`src/rtl/mac_pkg.sv`:
```
// Shared types and constants for the MAC array sequencer.
// Holds the FSM state encoding and the index/shift widths.
// Imported by the counter and the sequencer top.
package mac_pkg;

  localparam int IDX_W         = 4;
  localparam int SHAMT_W       = 5;
  localparam int DRAIN_CYC_DEF = 7;

  typedef enum logic [2:0] {
    ST_IDLE,
    ST_WLOAD,
    ST_ILOAD,
    ST_DRAIN,
    ST_OUT,
    ST_DONE
  } state_t;

endpackage

```
`src/rtl/mac_idx_cnt.sv`:
```
// Phase index counter: clear, enable, saturating at the limit with a match flag.
// Latency: count visible the cycle after an enabled beat; match flag is combinational.
// No backpressure of its own; the caller gates the enable with memory ready.
module mac_idx_cnt
  import mac_pkg::*;
(
  input  logic             clk_i,
  input  logic             rst_i,
  input  logic             clr_i,
  input  logic             en_i,
  input  logic [IDX_W-1:0] limit_i,
  output logic [IDX_W-1:0] cnt_o,
  output logic             at_limit_o
);

  logic [IDX_W-1:0] cnt_q;
  logic [IDX_W-1:0] cnt_d;

  assign at_limit_o = (cnt_q == limit_i);
  assign cnt_o      = cnt_q;

  // Next count: clear wins, otherwise step on an enabled beat but never past the limit.
  always_comb begin
    cnt_d = cnt_q;
    if (clr_i) begin
      cnt_d = '0;
    end else if (en_i && !at_limit_o) begin
      cnt_d = cnt_q + 1'b1;
    end
  end

  // Count register with synchronous reset.
  always_ff @(posedge clk_i) begin
    if (rst_i) begin
      cnt_q <= '0;
    end else begin
      cnt_q <= cnt_d;
    end
  end

endmodule

```
`src/rtl/mac_seq_ctrl.sv`:
```
// Sequencer for a MAC array job: weight load, input load, drain, result output.
// Latency: (K+1)+(N+1)+DRAIN_CYC+(M+1) busy cycles, then a one-cycle DONE.
// Memory not ready stalls the load/output phases indefinitely; drain ignores it.
module mac_seq_ctrl
  import mac_pkg::*;
#(
  parameter int DRAIN_CYC = DRAIN_CYC_DEF
) (
  input  logic               CLK,
  input  logic               RST,
  input  logic               START,
  input  logic               ABORT,
  input  logic               MEM_RDY,
  input  logic [IDX_W-1:0]   CFG_K,
  input  logic [IDX_W-1:0]   CFG_N,
  input  logic [IDX_W-1:0]   CFG_M,
  input  logic [SHAMT_W-1:0] CFG_SHAMT,
  output logic               BUSY,
  output logic               DONE,
  output logic               WLoad,
  output logic               ILoad,
  output logic               START_CALC,
  output logic               OVALID,
  output logic [IDX_W-1:0]   WROW,
  output logic [IDX_W-1:0]   ICOL,
  output logic [IDX_W-1:0]   ODST,
  output logic [SHAMT_W-1:0] shamt
);

  state_t             state_q;
  logic [IDX_W-1:0]   cfg_k_q;
  logic [IDX_W-1:0]   cfg_n_q;
  logic [IDX_W-1:0]   cfg_m_q;
  logic [SHAMT_W-1:0] shamt_q;
  logic [4:0]         drain_q;

  logic             start_acc;
  logic             w_beat;
  logic             i_beat;
  logic             o_beat;
  logic [IDX_W-1:0] wrow_cnt;
  logic [IDX_W-1:0] icol_cnt;
  logic [IDX_W-1:0] odst_cnt;
  logic             w_last;
  logic             i_last;
  logic             o_last;
  logic             drain_last;

  assign start_acc  = (state_q == ST_IDLE) && START;
  assign w_beat     = (state_q == ST_WLOAD) && MEM_RDY;
  assign i_beat     = (state_q == ST_ILOAD) && MEM_RDY;
  assign o_beat     = (state_q == ST_OUT)   && MEM_RDY;
  assign drain_last = (drain_q == 5'(DRAIN_CYC - 1));

  // All three index counters restart together when a job is accepted.
  mac_idx_cnt u_wrow_cnt (
    .clk_i      (CLK),
    .rst_i      (RST),
    .clr_i      (start_acc),
    .en_i       (w_beat),
    .limit_i    (cfg_k_q),
    .cnt_o      (wrow_cnt),
    .at_limit_o (w_last)
  );

  mac_idx_cnt u_icol_cnt (
    .clk_i      (CLK),
    .rst_i      (RST),
    .clr_i      (start_acc),
    .en_i       (i_beat),
    .limit_i    (cfg_n_q),
    .cnt_o      (icol_cnt),
    .at_limit_o (i_last)
  );

  mac_idx_cnt u_odst_cnt (
    .clk_i      (CLK),
    .rst_i      (RST),
    .clr_i      (start_acc),
    .en_i       (o_beat),
    .limit_i    (cfg_m_q),
    .cnt_o      (odst_cnt),
    .at_limit_o (o_last)
  );

  // Phase FSM, latched job config and drain timer; abort beats any phase transition.
  always_ff @(posedge CLK) begin
    if (RST) begin
      state_q <= ST_IDLE;
      cfg_k_q <= '0;
      cfg_n_q <= '0;
      cfg_m_q <= '0;
      shamt_q <= '0;
      drain_q <= '0;
    end else begin
      case (state_q)
        ST_IDLE: begin
          if (START) begin
            cfg_k_q <= CFG_K;
            cfg_n_q <= CFG_N;
            cfg_m_q <= CFG_M;
            shamt_q <= CFG_SHAMT;
            drain_q <= '0;
            state_q <= ST_WLOAD;
          end
        end
        ST_WLOAD: begin
          if (ABORT) begin
            state_q <= ST_IDLE;
          end else if (w_beat && w_last) begin
            state_q <= ST_ILOAD;
          end
        end
        ST_ILOAD: begin
          if (ABORT) begin
            state_q <= ST_IDLE;
          end else if (i_beat && i_last) begin
            state_q <= ST_DRAIN;
          end
        end
        ST_DRAIN: begin
          if (ABORT) begin
            state_q <= ST_IDLE;
          end else if (drain_last) begin
            drain_q <= '0;
            state_q <= ST_OUT;
          end else begin
            drain_q <= drain_q + 5'd1;
          end
        end
        ST_OUT: begin
          if (ABORT) begin
            state_q <= ST_IDLE;
          end else if (o_beat && o_last) begin
            state_q <= ST_DONE;
          end
        end
        ST_DONE: begin
          state_q <= ST_IDLE;
        end
        default: begin
          state_q <= ST_IDLE;
        end
      endcase
    end
  end

  // Strobe and index decode from registered state; everything reads 0 while reset is held.
  always_comb begin
    BUSY       = 1'b0;
    DONE       = 1'b0;
    WLoad      = 1'b0;
    ILoad      = 1'b0;
    START_CALC = 1'b0;
    OVALID     = 1'b0;
    WROW       = '0;
    ICOL       = '0;
    ODST       = '0;
    shamt      = '0;
    if (!RST) begin
      BUSY       = (state_q == ST_WLOAD) || (state_q == ST_ILOAD) ||
                   (state_q == ST_DRAIN) || (state_q == ST_OUT);
      DONE       = (state_q == ST_DONE);
      WLoad      = w_beat;
      ILoad      = i_beat;
      START_CALC = i_beat && (icol_cnt == '0);
      OVALID     = o_beat;
      WROW       = (state_q == ST_WLOAD) ? wrow_cnt : '0;
      ICOL       = (state_q == ST_ILOAD) ? icol_cnt : '0;
      ODST       = (state_q == ST_OUT)   ? odst_cnt : '0;
      shamt      = shamt_q;
    end
  end

endmodule

```
`config.mk`:
```
export PLATFORM = sky130hd
export DESIGN_NAME = mac_seq_ctrl
export DESIGN_NICKNAME = d
export VERILOG_FILES = /design/src/rtl/mac_pkg.sv /design/src/rtl/mac_idx_cnt.sv /design/src/rtl/mac_seq_ctrl.sv
export SDC_FILE = /design/constraint.sdc
export NUM_CORES = 1
export LEC_CHECK = 0
export CAP_MARGIN = 20
export CORE_ASPECT_RATIO = 2
export CORE_MARGIN = 3
export CORE_UTILIZATION = 50
export CTS_CLUSTER_DIAMETER = 100
export DETAILED_ROUTE_END_ITERATION = 8
export GPL_TIMING_DRIVEN = 0
export PLACE_DENSITY = 0.89
export SYNTH_ARGS = -nofsm -noshare
export SYNTH_HDL_FRONTEND = slang
export SYNTH_SLANG_ARGS = --single-unit
```
`constraint.sdc`:
```
create_clock -name CLK -period 2.66 [get_ports CLK]
set_clock_uncertainty 0.05 [all_clocks]
set_input_delay 0.532 -clock CLK [delete_from_list [all_inputs] [get_ports CLK]]
set_output_delay 0.532 -clock CLK [all_outputs]
set_load 0.005 [all_outputs]
```
==> summary.log, run 1 <==
INFO  status         status=finished clean
INFO  floorplanning  full_die_area=4800squm
INFO  grt            grt_util_all_layers=23.0%
INFO  grt            first_global_vias=1851
INFO  worst_hold_path timing.hold.worst.class=flip-flop to flip-flop
INFO  synthesis      synthesis.area_per_instance=7.96squm
INFO  timing         final_min_period=2.57ns
INFO  timing         final.period_utilization=96.5%
INFO  placement      gp_congestion=0.949
INFO  synthesis      synth_top_area_share=37.4%
INFO  floorplanning  initial_utilization=53.2%
INFO  timing         fmaxAchievable=390MHz
INFO  drt            vias_per_cell=5.42
INFO  floorplanning  boundaryPins=45
INFO  timing         final-setup-viol-count=0
INFO  timing         drv_slew=0
INFO  synthesis      synth.area.top_cells=sky130_fd_sc_hd__dfxtp_1, sky130_fd_sc_hd__nand2_1, sky130_fd_sc_hd__xnor2_1, sky130_fd_sc_hd__a21oi_1, sky130_fd_sc_hd__xor2_1
INFO  layout         drive_gt1_share=9.40%
INFO  synthesis      synthFlopType=sky130_fd_sc_hd__dfxtp_1
INFO  synthesis      ys_types=41
INFO  placement      preCtsSetupSlack=-0.431ns
INFO  floorplanning  core_area=3720squm
INFO  critical_path  r2r-start=state_q[2]
INFO  synthesis      count_leader_synth=sky130_fd_sc_hd__nand2_1
INFO  layout         antenna_cells_inserted=0
INFO  layout         layout.core_utilization=69.8%
INFO  timing         report.final.hold_viol_count=0
INFO  clock_network  worst_skew_pair.late_latency=0.29ns
INFO  placement      place.detailed.hpwl=3660microns
INFO  clock_network  clock_root_buffer=sky130_fd_sc_hd__clkbuf_8
INFO  critical_path  critPathMaxFanout=6
INFO  grt            grt_antenna_before_repair=0
INFO  layout         design_area=2600squm
INFO  synthesis      mappedNetlistArea=1980squm
INFO  critical_path  crit_slowest_cell=sky130_fd_sc_hd__clkdlybuf4s50_1
INFO  timing         postLayoutSetupSlackWorst=0.0943ns
INFO  critical_path  timing_startpoint_of_the_critical_path=state_q[1]
INFO  synthesis      synthesis.yosys.warnings=0
INFO  synthesis      synth_sequential_area_ratio=37.4%
INFO  drt            drc_errors=0
INFO  layout         stdcell_count=347
INFO  clock_network  sinks_on_the_clock_net=37
INFO  floorplanning  die_x=50.5microns
INFO  critical_path  cp.required=2.08ns
INFO  power          total_power_per_unit_cell_area=592nW/um^2
INFO  drt            totalWireLength=5050microns
INFO  clock_network  h_tree_depth=2
INFO  critical_path  crit_type=flip-flop to output pin
INFO  clock_network  cts_max_path_buffers=2
INFO  clock_network  cts_tree=built
INFO  synthesis      syn-instance-count=249
INFO  critical_path  critPathCaptureType=output pin
INFO  synthesis      synth_area_leader_cell=sky130_fd_sc_hd__dfxtp_1
INFO  critical_path  cp_cell_sequence=or3b_4 -> nor3_2 -> and3_1 -> clkdlybuf4s50_1
INFO  floorplanning  placement_rows=31
INFO  clock_network  tritoncts.num_buffers=5
INFO  drt            antenna_left=0
INFO  grt            overflow=0
INFO  run            timing.max_cap.violations=0
INFO  synthesis      synth.ff_latch_count=37
INFO  layout         area_growth_syn_to_layout=31.2%
INFO  drt            vias_after_detailed_routing=1881
INFO  synthesis      total_nets_after_synthesis=277
INFO  clock_network  cts_resized=13
INFO  timing         timing_worst_slew_pin_value=0.572ns
INFO  clock_network  cts.hold.buffers_added=0
INFO  synthesis      synth_top_cells_by_count=sky130_fd_sc_hd__nand2_1, sky130_fd_sc_hd__dfxtp_1, sky130_fd_sc_hd__a21oi_1
INFO  drt            routedWlPerCell=14.6microns
INFO  power          static-leakage-power=0.000969uW
INFO  layout         n_fill_cell=308
INFO  timing         timing.max_slew.rel_slack=61.9%
INFO  synthesis      synth_async_sr_flop_share=0%
INFO  placement      dpl.cell_count=340
INFO  timing         grt_setup_unrepaired=no
INFO  critical_path  cp.arrival=1.98ns
INFO  clock_network  clock_input_transition_at_the_sequential_cells_of_the_worst_setup_and_hold_paths=0.07ns
INFO  timing         worst_hold_slack=0.415ns
INFO  grt            grt_pass1_wl=8450microns
INFO  critical_path  timing.critical_path.slowest_cell_delay=0.50ns
INFO  layout         layout.nets=326
INFO  power          vdd.ir_drop.worst=0.581mV
INFO  drt            drt-initial-drc-count=70
INFO  worst_hold_path worst_hold_startpoint=shamt_q[1]
INFO  floorplanning  dieHeight=95.0microns
INFO  clock_network  cts_setup_buffers=0
INFO  synthesis      edff_count_synth=0
INFO  placement      dpl-instance-area=2460squm
INFO  grt            grt_start_max_net_pins=11
INFO  placement      placement.io_buffers=42
INFO  critical_path  timing.critical_path.from_type=flip-flop
INFO  drt            drt_pass1_iterations=6
[routing by layer]
layer	GRT usage, %	part of all wire (%)	up-vias	wire (microns)
met3	4.07	3.5	11	178
met5	0	0	-	0
met2	43.6	56	42	2850
met1	23.7	37	889	1890
met4	10.8	2.7	0	136
li1	-	-	939	-
[kinds of logic (layout without fill, tap and decap cells)]
family	count (synthesis)	count (layout)	share of synthesized area (%)
and+or+nand+nor	125	125	32.3
adders and majority gates	7	7	4.29
DFF	37	37	37.4
buffers and inverters	20	69	3.91
xor gates and xnor gates	23	23	10.2
AOI/OAI and AO/OA	35	35	11.0
muxes	2	2	1.01
[cell usage in the layout (no fill, tap or decap), drive strengths merged, types with 6 or more instances in the layout]
cell | synthesis | layout
clkdlybuf4s50 | 0 | 41
xor2 | 9 | 9
nor2 | 20 | 20
ha | 6 | 6
clkbuf | 10 | 17
and2 | 11 | 11
nor3 | 9 | 9
inv | 6 | 6
nand2 | 42 | 42
dfxtp | 37 | 37
nand3 | 10 | 10
a21oi | 22 | 22
xnor2 | 14 | 14
[metrics by stage]
stage	power, uW	TNS [ns]
after floorplan	982	0
after global routing	1630	0
after CTS	1530	0
final	1540	0
after global placement	1110	-3.23
after detailed placement	1130	-3.36
[cell type report]
class                           instances  area, sq um  share of cell area (%)
Multi-Input combinational cell        192         1200                    46.1
Sequential cell                        37          741                    28.5
Timing Repair Buffer                   42          419                    16.1
Clock buffer                            7         86.3                    3.32
Buffer                                 14         71.3                    2.74
Tap cell                               49         61.3                    2.36
Inverter                                6         22.5                   0.866
[critical path: cells and delay by family, from the launching register on]
family	cells	cell delay (ns)
AND/OR/NAND/NOR	3	0.77
buffers and inverters	1	0.50
flip-flops	1	0.42
[final timing paths]
kind                                   end  slack [ns]  cells past startpoint
worst max register to register  state_q[0]        0.60                      6
worst min register to register  shamt_q[1]        0.42                      2
worst max-delay path            START_CALC        0.09                      4
worst min-delay path            shamt_q[1]        0.42                      2
[where the power goes]
part | leakage [uW] | switching [uW] | internal, uW
combinational | 0.000624 | 266 | 206
clock | 0.0000443 | 189 | 205
sequential | 0.000301 | 58.6 | 614
total | 0.000969 | 514 | 1030
[flip-flops by register name (all words and copies together), names as in the netlist]
name              flops
drain_q               5
shamt_q               5
cfg_k_q               4
cfg_m_q               4
cfg_n_q               4
u_icol_cnt.cnt_o      4
u_odst_cnt.cnt_o      4
u_wrow_cnt.cnt_o      4
state_q               3
Note: power is estimated with default switching activity, not from simulation.
==> run 2: changes to the inputs <==
DONT_BUFFER_PORTS = 1   (was not set)
PLACE_DENSITY = 0.77   (was 0.89)
clock period = 2.3 ns   (was 2.66 ns; I/O delays follow)
==> summary.log, run 2 (synthesized netlist as in run 1, its figures left out) <==
INFO  floorplanning  core_area=3720squm
INFO  layout         largest_registers=drain_q x5, shamt_q x5
INFO  power          vdd.ir_drop.worst=0.438mV
INFO  timing         fin_setup_tns=0ns
INFO  drt            drt_pass1_iterations=4
INFO  floorplanning  placement_rows=31
INFO  clock_network  clock_root_buffer=sky130_fd_sc_hd__clkbuf_8
INFO  critical_path  timing.critical_path.from_type=flip-flop
INFO  layout         antenna_cells_inserted=0
INFO  critical_path  worstRegToRegCells=5
INFO  power          internal-power=1120uW
INFO  clock_network  sinks_on_the_clock_net=37
INFO  placement      preCtsSetupSlack=0.0995ns
INFO  grt            grt_util_all_layers=20.5%
INFO  timing         timing_worst_slew_pin_value=0.570ns
INFO  critical_path  cp.arrival=1.58ns
INFO  power          power.combinational.fraction=27.4%
INFO  clock_network  cts.hold.buffers_added=0
INFO  worst_hold_path timing.hold.worst.class=primary input to flip-flop
INFO  placement      place.detailed.hpwl=3490microns
INFO  clock_network  clock_input_transition_at_the_sequential_cells_of_the_worst_setup_and_hold_paths=0.07ns
INFO  layout         layout.nets=284
INFO  grt            grt_pass1_wl=7420microns
INFO  drt            vias_after_detailed_routing=1723
INFO  grt            grt_antenna_before_repair=0
INFO  floorplanning  full_die_area=4800squm
INFO  critical_path  crit_type=flip-flop to output pin
INFO  power          power_frac_clock=26.7%
INFO  floorplanning  boundaryPins=45
INFO  timing         postLayoutSetupSlackWorst=0.214ns
INFO  drt            totalWireLength=4540microns
INFO  drt            routedWlPerCell=14.9microns
INFO  critical_path  regToRegSetupSlack=0.27ns
INFO  layout         design_area=2140squm
INFO  clock_network  worst_skew_pair.late_latency=0.29ns
INFO  timing         final_min_period=2.09ns
INFO  critical_path  r2r-start=state_q[1]
INFO  clock_network  cts_max_path_buffers=2
INFO  floorplanning  initial_utilization=53.2%
INFO  critical_path  critPathMaxFanout=6
INFO  drt            antenna_left=0
INFO  clock_network  cts_tree=built
INFO  power          switching_share=33.4%
INFO  grt            grt_start_max_net_pins=11
INFO  critical_path  regToRegEndpoint=u_icol_cnt.cnt_o[3]
INFO  grt            overflow=0
INFO  timing         fmaxAchievable=479MHz
INFO  power          static-leakage-power=0.000791uW
INFO  timing         final.period_utilization=90.7%
INFO  placement      gp_congestion=0.885
INFO  timing         grt_setup_unrepaired=no
INFO  critical_path  cp.required=1.79ns
INFO  layout         top_library_cells_by_usage_in_the_layout_fill_and_taps_aside=sky130_fd_sc_hd__nand2_1, sky130_fd_sc_hd__dfxtp_1, sky130_fd_sc_hd__a21oi_1
INFO  floorplanning  die_x=50.5microns
INFO  layout         area_growth_syn_to_layout=7.95%
INFO  power          total_power_per_unit_cell_area=788nW/um^2
INFO  timing         report.final.hold_viol_count=0
INFO  drt            vias_per_cell=5.65
INFO  critical_path  endpoint=ODST[2]
INFO  floorplanning  dieHeight=95.0microns
INFO  power          portion_of_total_power_attributed_to_sequential_cells=45.9%
INFO  clock_network  tritoncts.num_buffers=5
INFO  placement      dpl-instance-area=2040squm
INFO  timing         timing.max_slew.rel_slack=62.0%
INFO  critical_path  timing_startpoint_of_the_critical_path=state_q[1]
INFO  drt            drc_errors=0
INFO  timing         final-setup-viol-count=0
INFO  placement      placement.io_buffers=0
INFO  layout         drive_gt1_share=6.64%
INFO  run            timing.max_cap.violations=0
INFO  power          net-switching-power=563uW
INFO  grt            first_global_vias=1638
INFO  timing         drv_slew=0
INFO  status         status=finished clean
INFO  clock_network  h_tree_depth=2
INFO  layout         most_frequent_standard_cell_in_the_layout_excluding_fill_and_tap_cells=sky130_fd_sc_hd__nand2_1
INFO  critical_path  critPathCaptureType=output pin
INFO  drt            drt-initial-drc-count=35
==> run 2: metal layers <==
layer  vias up  routed length, microns  GRT usage, %
met5         -                       0             0
met2        46                    2500          36.7
li1        855                       -             -
met1       810                    1650          20.8
met4         0                     133          10.8
met3        12                     252          6.42
==> run 2: how the worst min path moves through the flow <==
stage | end | depth (start not counted) | slack (ns) | from
3_3_place_gp | shamt_q[3] | 2 | 0.39 | shamt_q[3]
6_report | cfg_k_q[3] | 2 | 0.25 | CFG_K[3]
5_1_grt | shamt_q[3] | 2 | 0.25 | CFG_SHAMT[3]
3_5_place_dp | shamt_q[4] | 2 | 0.39 | shamt_q[4]
2_1_floorplan | shamt_q[0] | 2 | 0.38 | shamt_q[0]
4_1_cts | cfg_n_q[2] | 2 | 0.24 | CFG_N[2]
==> run 2: cell type report <==
class | count | area (sq um)
Buffer | 14 | 55.1
Clock buffer | 7 | 86.3
Fill cell | 368 | 1580
Inverter | 6 | 22.5
Multi-Input combinational cell | 192 | 1170
Sequential cell | 37 | 741
Tap cell | 49 | 61.3
==> run 2: critical path, cell delays in order, from the launching register on <==
cell,delay (ns)
sky130_fd_sc_hd__dfxtp_1,0.36
sky130_fd_sc_hd__or3b_2,0.55
sky130_fd_sc_hd__nor2_1,0.20
sky130_fd_sc_hd__and2_1,0.18
==> run 2: through the flow <==
stage	hold WS, ns	total power, uW	cells	util [%]
final	0.250	1690	305	57.5
after global routing	0.252	1800	305	57.5
after CTS	0.239	1700	305	57.2
after detailed placement	0.392	1240	298	54.9
after global placement	0.388	1230	298	54.9
after floorplan	0.382	1140	249	-
==> run 2: repair_timing <==
item	in CTS	in global routing
gates resized for setup	0	2
setup buffers	0	0
endpoints found under the setup margin	0	5
==> run 2: power groups by stage <==
stage / clock [uW] / combinational [uW] / sequential, uW
2_1_floorplan: 0 / 368 / 767
3_3_place_gp: 0 / 443 / 787
3_5_place_dp: 0 / 457 / 788
4_1_cts: 467 / 459 / 774
5_1_grt: 489 / 527 / 782
6_report: 451 / 463 / 774
==> run 3: changes to the inputs <==
PLACE_DENSITY = 0.74   (was 0.77)
SLEW_MARGIN = 20   (was not set)
clock period = 2 ns   (was 2.3 ns; I/O delays follow)
==> summary.log, run 3 (synthesized netlist as in run 1, its figures left out) <==
INFO  clock_network  worst_skew_pair.late_latency=0.29ns
INFO  grt            grt_start_max_net_pins=13
INFO  grt            grt_pass1_wl=7510microns
INFO  grt            grt_util_all_layers=20.7%
INFO  layout         layout.nets=287
INFO  clock_network  clock_input_transition_at_the_sequential_cells_of_the_worst_setup_and_hold_paths=0.08ns
INFO  floorplanning  core_area=3720squm
INFO  floorplanning  dieHeight=95.0microns
INFO  clock_network  cts_max_path_buffers=2
INFO  critical_path  path_delay_family=simple AND/OR/NAND/NOR gates
INFO  grt            grt.busiest_layer=met2
INFO  layout         largest_registers=drain_q x5, shamt_q x5
INFO  grt            first_global_vias=1699
INFO  critical_path  crit_type=flip-flop to output pin
INFO  clock_network  tritoncts.num_buffers=5
INFO  timing         drv_slew=0
INFO  layout         drive_gt1_share=12.7%
INFO  power          power_consumption=2160uW
INFO  floorplanning  initial_utilization=53.2%
INFO  drt            drt_pass1_iterations=4
INFO  grt            overflow=0
INFO  grt            met3_usage=6.10%
INFO  timing         fin_setup_tns=0ns
INFO  critical_path  cp.required=1.55ns
INFO  clock_network  cts_tree=built
INFO  critical_path  timing.critical_path.from_type=flip-flop
INFO  power          total_power_per_unit_cell_area=954nW/um^2
INFO  layout         top_library_cells_by_usage_in_the_layout_fill_and_taps_aside=sky130_fd_sc_hd__nand2_1, sky130_fd_sc_hd__dfxtp_1, sky130_fd_sc_hd__a21oi_1
INFO  placement      gp_congestion=0.964
INFO  run            timing.max_cap.violations=0
INFO  layout         design_area=2270squm
INFO  grt            gr_layer_usage_met1=18.6%
INFO  floorplanning  full_die_area=4800squm
INFO  floorplanning  boundaryPins=45
INFO  timing         grt_setup_unrepaired=yes
INFO  drt            drt-initial-drc-count=51
INFO  placement      placement.io_buffers=0
INFO  drt            routedWlPerCell=15.3microns
INFO  power          static-leakage-power=0.000842uW
INFO  drt            vias_per_cell=5.58
INFO  critical_path  timing.critical_path.buf_inv=0
INFO  layout         most_frequent_standard_cell_in_the_layout_excluding_fill_and_tap_cells=sky130_fd_sc_hd__nand2_1
INFO  timing         report.final.hold_viol_count=0
INFO  clock_network  h_tree_depth=2
INFO  placement      place.detailed.hpwl=3500microns
INFO  timing         timing.max_slew.rel_slack=68.4%
INFO  drt            vias_after_detailed_routing=1725
INFO  clock_network  cts.hold.buffers_added=0
INFO  worst_hold_path timing.hold.worst.class=primary input to flip-flop
INFO  layout         area_growth_syn_to_layout=14.5%
INFO  layout         antenna_cells_inserted=0
INFO  critical_path  critPathCaptureType=output pin
INFO  placement      dpl-instance-area=2040squm
INFO  critical_path  cp.arrival=1.51ns
INFO  critical_path  cp_cell_sequence=or3b_4 -> nor3_4 -> and3_4
INFO  status         status=finished clean
INFO  floorplanning  placement_rows=31
INFO  timing         final.period_utilization=98.1%
INFO  critical_path  critPathMaxFanout=7
INFO  timing         fmaxAchievable=510MHz
INFO  drt            totalWireLength=4730microns
INFO  timing         final_min_period=1.96ns
INFO  critical_path  crit_slowest_cell=sky130_fd_sc_hd__or3b_4
INFO  power          vdd.ir_drop.worst=0.718mV
INFO  grt            grt_antenna_before_repair=0
INFO  clock_network  sinks_on_the_clock_net=37
INFO  timing         final-setup-viol-count=0
INFO  timing         timing_worst_slew_pin_value=0.474ns
INFO  drt            antenna_left=0
INFO  critical_path  timing.critical_path.slowest_cell_delay=0.41ns
INFO  floorplanning  die_x=50.5microns
INFO  drt            drc_errors=0
INFO  clock_network  clock_root_buffer=sky130_fd_sc_hd__clkbuf_8
INFO  grt            globalRouteMet2Util=38.4%
[run 3: timing repair]
| item | in CTS | in global routing |
|---|---|---|
| setup buffers | 0 | 4 |
| cloned | 0 | 0 |
| endpoints found under the setup margin | 10 | 28 |
| gates resized for setup | 6 | 17 |
| pin swaps | 0 | 2 |
[run 3: layout make-up]
cell class | instances | area, sq um
plain buffers | 13 | 61.3
clock buffers | 6 | 82.6
clock inverters | 2 | 37.5
fillers | 363 | 1460
inverters | 6 | 22.5
multi-input cells | 192 | 1230
flip-flops and latches | 37 | 746
well taps | 49 | 61.3
repair buffers | 4 | 30.0
[run 3: final timing paths]
kind | from | end | slack, ns | depth (start not counted)
hold / removal | CFG_N[2] | cfg_n_q[2] | 0.19 | 2
setup / recovery | state_q[0] | START_CALC | 0.04 | 3
hold reg to reg | shamt_q[4] | shamt_q[4] | 0.40 | 2
setup reg to reg | state_q[0] | u_icol_cnt.cnt_o[3] | 0.07 | 5
[run 3: layer usage]
metal  part of all wire (%)  vias to the layer above
met5                      0                        -
met4                    4.8                        0
met3                    5.2                       18
met2                     55                       41
met1                     35                      803
li1                       -                      863
[run 3: power breakdown]
group          switching (uW)  internal (uW)  total [uW]
registers                76.7            819         896
clock network             274            405         680
logic                     349            239         588
[run 3: worst reg2reg max path, stage by stage (launching register included)]
cell and delay, ns:
sky130_fd_sc_hd__dfxtp_2 0.37, sky130_fd_sc_hd__or3b_4 0.41, sky130_fd_sc_hd__or3b_1 0.35, sky130_fd_sc_hd__buf_4 0.16, sky130_fd_sc_hd__or4_1 0.46, sky130_fd_sc_hd__nand2_1 0.07
[run 3: metrics by stage]
step                      setup WS [ns]  util (%)  hold slack [ns]  std cells
after floorplan                  0.0855         -            0.382        249
after global placement          -0.0893      54.9            0.388        298
after detailed placement         -0.113      54.9            0.392        298
after CTS                      -0.00260      58.7            0.183        306
after global routing            -0.0342      60.9            0.189        309
final                            0.0374      60.9            0.189        309
